[src/rtl/pipe_pkg.sv]
// Shared constants and decode/execute payload layout for pipe_stage_reg.
// Optional perf counters in pipe_stage_reg: PIPE_STAGE_PERF_CNT_EN.
package pipe_pkg;

    localparam logic [31:0] NOP_INSTRUCTION = 32'h0000_0013;

    localparam int OCC_W = 2;

    // Decode/execute payload field layout (LSB offset, width)
    localparam int DE_RM0_LSB     = 0;
    localparam int DE_RM0_W       = 1;
    localparam int DE_ALU_OP_LSB  = 1;
    localparam int DE_ALU_OP_W    = 4;
    localparam int DE_ALU_SRC_LSB = 5;
    localparam int DE_IS_IMM_LSB  = 6;
    localparam int DE_IS_BYTE_LSB = 7;
    localparam int DE_CU_LSB      = 8;
    localparam int DE_CU_W        = 3;
    localparam int DE_DEST_LSB    = 11;
    localparam int DE_DEST_W      = 5;
    localparam int DE_SRC_LSB     = 16;
    localparam int DE_SRC_W       = 8;
    localparam int DE_DST_LSB     = 24;
    localparam int DE_DST_W       = 8;
    localparam int DE_OFF_LSB     = 32;
    localparam int DE_OFF_W       = 12;
    localparam int DE_INSTR_LSB   = 44;
    localparam int DE_INSTR_W     = 32;
    localparam int DE_OPA_LSB     = 76;
    localparam int DE_OPB_LSB     = 108;
    localparam int DE_OPND_W      = 32;
    localparam int DE_WIDTH       = 140;

    // Fields that survive a flush in the decode/execute register
    function automatic logic [DE_WIDTH-1:0] de_keep_mask();
        logic [DE_WIDTH-1:0] m;
        m = '0;
        m[DE_RM0_LSB +: DE_RM0_W]       = '1;
        m[DE_ALU_OP_LSB +: DE_ALU_OP_W] = '1;
        m[DE_ALU_SRC_LSB]               = 1'b1;
        m[DE_IS_IMM_LSB]                = 1'b1;
        m[DE_IS_BYTE_LSB]               = 1'b1;
        m[DE_SRC_LSB +: DE_SRC_W]       = '1;
        m[DE_DST_LSB +: DE_DST_W]       = '1;
        m[DE_OFF_LSB +: DE_OFF_W]       = '1;
        return m;
    endfunction

    localparam logic [DE_WIDTH-1:0] DE_KEEP_MASK = de_keep_mask();

endpackage

[src/rtl/pipe_skid_entry.sv]
// One valid+data entry with load, drop and keep-masked flush.
// Presents the keep/bubble composite whenever the entry is empty.
module pipe_skid_entry
    import pipe_pkg::*;
#(
    parameter int                    W      = 64,
    parameter logic [W-1:0]          BUBBLE = '0,
    parameter logic [W-1:0]          KEEP   = '0
) (
    input  logic         clk,
    input  logic         rst_n,
    input  logic         i_flush,
    input  logic         i_load,
    input  logic [W-1:0] i_data,
    input  logic         i_drop,
    output logic         o_valid,
    output logic [W-1:0] o_data
);

    logic         r_valid;
    logic [W-1:0] r_data;
    logic [W-1:0] w_keep;

    assign w_keep  = (r_data & KEEP) | (BUBBLE & ~KEEP);
    assign o_valid = r_valid;
    assign o_data  = r_valid ? r_data : w_keep;

    // Entry update: reset, then flush, then load, then drop
    always_ff @(negedge clk) begin
        if (!rst_n) begin
            r_valid <= 1'b0;
            r_data  <= BUBBLE;
        end else if (i_flush) begin
            r_valid <= 1'b0;
            r_data  <= w_keep;
        end else if (i_load) begin
            r_valid <= 1'b1;
            r_data  <= i_data;
        end else if (i_drop) begin
            r_valid <= 1'b0;
        end
    end

endmodule

[src/rtl/pipe_stage_reg.sv]
// Pipeline stage register with valid/ready handshake and optional skid.
// Optional stall/bubble counters: PIPE_STAGE_PERF_CNT_EN.
module pipe_stage_reg
    import pipe_pkg::*;
#(
    parameter int                     DATA_WIDTH    = 64,
    parameter logic [DATA_WIDTH-1:0]  BUBBLE_DATA   = '0,
    parameter logic [DATA_WIDTH-1:0]  KEEP_MASK     = '0,
    parameter int                     SKID_EN_DEPTH = 2
) (
    input  logic                  clk,
    input  logic                  rst_n,
    input  logic                  in_valid,
    output logic                  in_ready,
    input  logic [DATA_WIDTH-1:0] in_data,
    input  logic                  flush,
    output logic                  out_valid,
    input  logic                  out_ready,
    output logic [DATA_WIDTH-1:0] out_data,
    output logic                  out_is_bubble,
    output logic [OCC_W-1:0]      occupancy
`ifdef PIPE_STAGE_PERF_CNT_EN
    ,
    output logic [31:0]           stall_cycles,
    output logic [31:0]           bubble_cycles
`endif
);

    logic                  r_in_ready;
    logic                  w_in_ready;
    logic                  w_main_valid;
    logic                  w_skid_valid;
    logic [DATA_WIDTH-1:0] w_main_data;
    logic [DATA_WIDTH-1:0] w_skid_data;
    logic                  w_in_fire;
    logic                  w_out_fire;
    logic                  w_occ0;
    logic                  w_occ1;
    logic                  w_occ2;
    logic                  w_main_load;
    logic                  w_main_drop;
    logic [DATA_WIDTH-1:0] w_main_din;
    logic                  w_skid_load;
    logic                  w_skid_drop;
    logic                  w_full_next;

    // Depth 1 passes downstream ready straight through; depth 2 is registered
    assign w_in_ready = (SKID_EN_DEPTH == 2) ? r_in_ready
                      : (r_in_ready & (~w_main_valid | out_ready));

    assign w_in_fire  = in_valid & w_in_ready;
    assign w_out_fire = w_main_valid & out_ready;

    assign w_occ0 = ~w_main_valid;
    assign w_occ1 = w_main_valid & ~w_skid_valid;
    assign w_occ2 = w_skid_valid;

    assign w_main_load = (w_in_fire & (w_occ0 | w_out_fire)) |
                         (w_occ2 & w_out_fire);
    assign w_main_din  = w_occ2 ? w_skid_data : in_data;
    assign w_main_drop = w_occ1 & ~w_in_fire & w_out_fire;

    assign w_skid_load = (SKID_EN_DEPTH == 2) &
                         w_occ1 & w_in_fire & ~w_out_fire;
    assign w_skid_drop = w_occ2 & w_out_fire;

    assign w_full_next = w_occ2 ? ~w_out_fire : w_skid_load;

    pipe_skid_entry #(
        .W      (DATA_WIDTH),
        .BUBBLE (BUBBLE_DATA),
        .KEEP   (KEEP_MASK)
    ) u_main (
        .clk     (clk),
        .rst_n   (rst_n),
        .i_flush (flush),
        .i_load  (w_main_load),
        .i_data  (w_main_din),
        .i_drop  (w_main_drop),
        .o_valid (w_main_valid),
        .o_data  (w_main_data)
    );

    pipe_skid_entry #(
        .W      (DATA_WIDTH),
        .BUBBLE (BUBBLE_DATA),
        .KEEP   (KEEP_MASK)
    ) u_skid (
        .clk     (clk),
        .rst_n   (rst_n),
        .i_flush (flush),
        .i_load  (w_skid_load),
        .i_data  (in_data),
        .i_drop  (w_skid_drop),
        .o_valid (w_skid_valid),
        .o_data  (w_skid_data)
    );

    // Ready drops only while both entries are held
    always_ff @(negedge clk) begin
        if (!rst_n) begin
            r_in_ready <= 1'b0;
        end else if (flush) begin
            r_in_ready <= 1'b1;
        end else begin
            r_in_ready <= ~w_full_next;
        end
    end

    assign in_ready      = w_in_ready;
    assign out_valid     = w_main_valid;
    assign out_data      = w_main_data;
    assign out_is_bubble = ~w_main_valid;
    assign occupancy     = {w_skid_valid, w_main_valid & ~w_skid_valid};

`ifdef PIPE_STAGE_PERF_CNT_EN
    logic [31:0] r_stall;
    logic [31:0] r_bubble;

    // Saturating stall/bubble counters, cleared by reset or flush
    always_ff @(negedge clk) begin
        if (!rst_n || flush) begin
            r_stall  <= '0;
            r_bubble <= '0;
        end else begin
            if (w_main_valid && !out_ready && !(&r_stall))
                r_stall <= r_stall + 32'd1;
            if (!w_main_valid && out_ready && !(&r_bubble))
                r_bubble <= r_bubble + 32'd1;
        end
    end

    assign stall_cycles  = r_stall;
    assign bubble_cycles = r_bubble;
`endif

endmodule

[config.mk]
export PLATFORM = sky130hd
export DESIGN_NAME = pipe_stage_reg
export DESIGN_NICKNAME = d
export VERILOG_FILES = /design/src/rtl/pipe_pkg.sv /design/src/rtl/pipe_skid_entry.sv /design/src/rtl/pipe_stage_reg.sv
export SDC_FILE = /design/constraint.sdc
export NUM_CORES = 1
export LEC_CHECK = 0
export ABC_AREA = 0
export CAP_MARGIN = 20
export CORE_ASPECT_RATIO = 2
export CORE_MARGIN = 2
export CORE_UTILIZATION = 45
export DETAILED_ROUTE_END_ITERATION = 10
export GPL_ROUTABILITY_DRIVEN = 0
export PLACE_DENSITY = 0.75
export SLEW_MARGIN = 20
export SYNTH_ARGS = -nofsm -noshare
export SYNTH_HDL_FRONTEND = slang
export SYNTH_SLANG_ARGS = --single-unit
[constraint.sdc]
create_clock -name clk -period 1.6 [get_ports clk]
set_clock_uncertainty 0.2 [all_clocks]
set_input_delay 0.24 -clock clk [delete_from_list [all_inputs] [get_ports clk]]
set_output_delay 0.24 -clock clk [all_outputs]
set_load 0.05 [all_outputs]
==> results.tsv <==
metric	value	unit
core_area	13400	µm²
drc	0	
cp_max_fo	8	
grt_max_degree	30	
post-place-ws	-1.20	ns
synth_top_family_by_area	multiplexers	
leakage	5.03	nW
mostFrequentLayoutCell	inv_1	
ys_seq_elements	131	
finalSetupViolCount	198	
drt_wl_total	33000	µm
drt-vias-per-instance	6.26	
synth_xor_area_frac	0	
cts_htree_levels	4	
avgSynthCellArea	9.29	µm²
critPathLaunch	u_main.o_valid	
drtAntennaViolNets	0	
synthMuxAreaShare	0.208	
powerDensity	883	nW/µm²
hpwl	13100	µm
clk_pin_slew	0.04	ns
use_met3	0.116	
violations	negative setup slack	
antenna_found_initial	0	
cp-start-kind	flop	
drt_iter0_drc	656	
synth_area	6150	µm²
nets	1116	
cap_viol_max_count	0	
synth-edff-count	0	
grtUsageTotal	0.363	
synth-simple-area-share	0.153	
grt_use_met1	0.333	
grt_pass1_wl	40800	µm
drt_pass1_iterations	6	
synth_fp_nets	731	
r2r-end	u_skid.r_data[27]	
use_met2	0.631	
ys.warnings.count	0	
die-area	14700	µm²
drv_slew	0	
r2r_cells	8	
initial_utilization	0.458	
cp.required	1.16	ns
numCtsBuffers	17	
cp_data_arrival_time	2.25	ns
outcome	finished with violations	
worst_slack	-1.09	ns
hp-start	u_skid.r_data[24]	
syn_to_final_growth	99.4	%
synth_compound_area_frac	0.136	
portBuffers	137	
diodes	0	
async_flop_share	0	
first_global_vias	8051	
register_area	2630	µm²
grt_setup_unrepaired	true	
fp.dieH	169	µm
ys.flop_type	dfxtp_1	
vias	7603	
regToRegSetupSlack	-0.69	ns
utilization	0.913	
vdd_drop_max	947	µV
wl_per_cell	27.1	µm
gr-total-overflow	0	
hp-class	flop to flop	
cts_sinks	131	
cts_tree	done	
worstMarginPinSlew	0.499	ns
root_buffer	clkbuf_16	
multi_input_area	4010	µm²
clk_latency	0.53	ns
hold_viol	0	
maxSlewHeadroom	0.667	
critical_path.endpoint	out_data[52]	
drive_above_1_share	0.455	
timing.rr.start	u_main.o_valid	
num-fill-cells	439	
netlist_instances	662	
end_kind	primary output	
die_w	86.7	µm
yosysUniqueCellTypes	22	
whs	0.258	ns
synth_fa_ha_area_frac	0	
layout_common_cells	inv_1 (133), dfxtp_1 (128), nand2_1 (127), mux2i_1 (120), buf_12 (101)	
cts_buffer_depth	2	
ys_seq_area_frac	0.426	
num_io_pins	138	
fp-row-count	60	
critPathKind	flop to primary output	
busiest_layer	met2	
## power breakdown
part,switching (mW),internal (mW)
logic,0.734,0.773
clock network,3.18,2.77
registers,0.0525,3.33
total,3.97,6.87
## logic make-up (layout without fill, tap and decap cells)
logic type,count (synthesis),count (layout)
simple gates,201,201
mux,128,128
compound gates,133,133
flops,131,131
buf+inv,69,467
## registers in the layout, indices dropped and copies added, names as in the netlist
register        flops
in_ready            1
u_main.o_valid      1
u_main.r_data      64
u_skid.o_valid      1
u_skid.r_data      64
## synthesized netlist by cell type, types with 3 or more instances
cell | count | area [µm²]
buf_12 | 6 | 120
dfxtp_1 | 131 | 2620
buf_6 | 9 | 101
buf_2 | 29 | 145
buf_1 | 4 | 15.0
mux2i_1 | 128 | 1280
nand2_1 | 129 | 484
a21oi_1 | 65 | 325
a211oi_1 | 64 | 480
and2_1 | 66 | 413
buf_4 | 3 | 22.5
clkbuf_1 | 15 | 56.3
## critical path, cell delays in order, from the launching register on
cell and delay (ns):
dfxtp_4 0.35, buf_4 0.16, clkbuf_16 0.17, and2_4 0.17
buf_12 0.14
## how the worst min path moves through the flow
stage                         to  slack [ns]  cells after the start
5_1_grt        u_skid.r_data[29]        0.28                      2
3_5_place_dp   u_skid.r_data[55]        0.25                      2
6_report       u_skid.r_data[24]        0.26                      2
3_3_place_gp   u_skid.r_data[46]        0.24                      2
2_1_floorplan   u_skid.r_data[0]        0.23                      2
4_1_cts        u_skid.r_data[29]        0.26                      2
## per-layer routing
layer  wire [µm]  part of all wire  vias up
li1            -                 -     3077
met1       10400              0.32     3590
met2       16600              0.50      671
met3        2690             0.082      265
met4        3260             0.099        0
met5           0                 0        -
## cell type report
class / count / area share
repair buffers: 302 / 0.354
multi-input cells: 462 / 0.327
clock inverters: 146 / 0.0529
inverters: 2 / 0.00122
well taps: 155 / 0.0158
clock buffers: 17 / 0.0347
flip-flops and latches: 131 / 0.215
## metrics by stage
stage | total power [mW] | instances | cell area (µm²) | TNS, ns
2_1_floorplan | 4.49 | 662 | 7100 | -100.25
3_3_place_gp | 4.94 | 997 | 9770 | -171.26
3_5_place_dp | 4.97 | 997 | 9770 | -179.78
4_1_cts | 10.1 | 1190 | 11700 | -102.29
5_1_grt | 11.1 | 1215 | 12300 | -138.10
6_report | 10.8 | 1215 | 12300 | -132.35
## what timing repair did
action / 4_1_cts / 5_1_grt
hold buffers: 0 / 0
setup endpoints to repair: 200 / 200
hold endpoints to repair: 0 / 0
cloned: 17 / 13
setup buffers: 14 / 13
resized for setup: 65 / 43
pin swaps: 12 / 9
No activity file was read; power rests on OpenSTA's default activity.
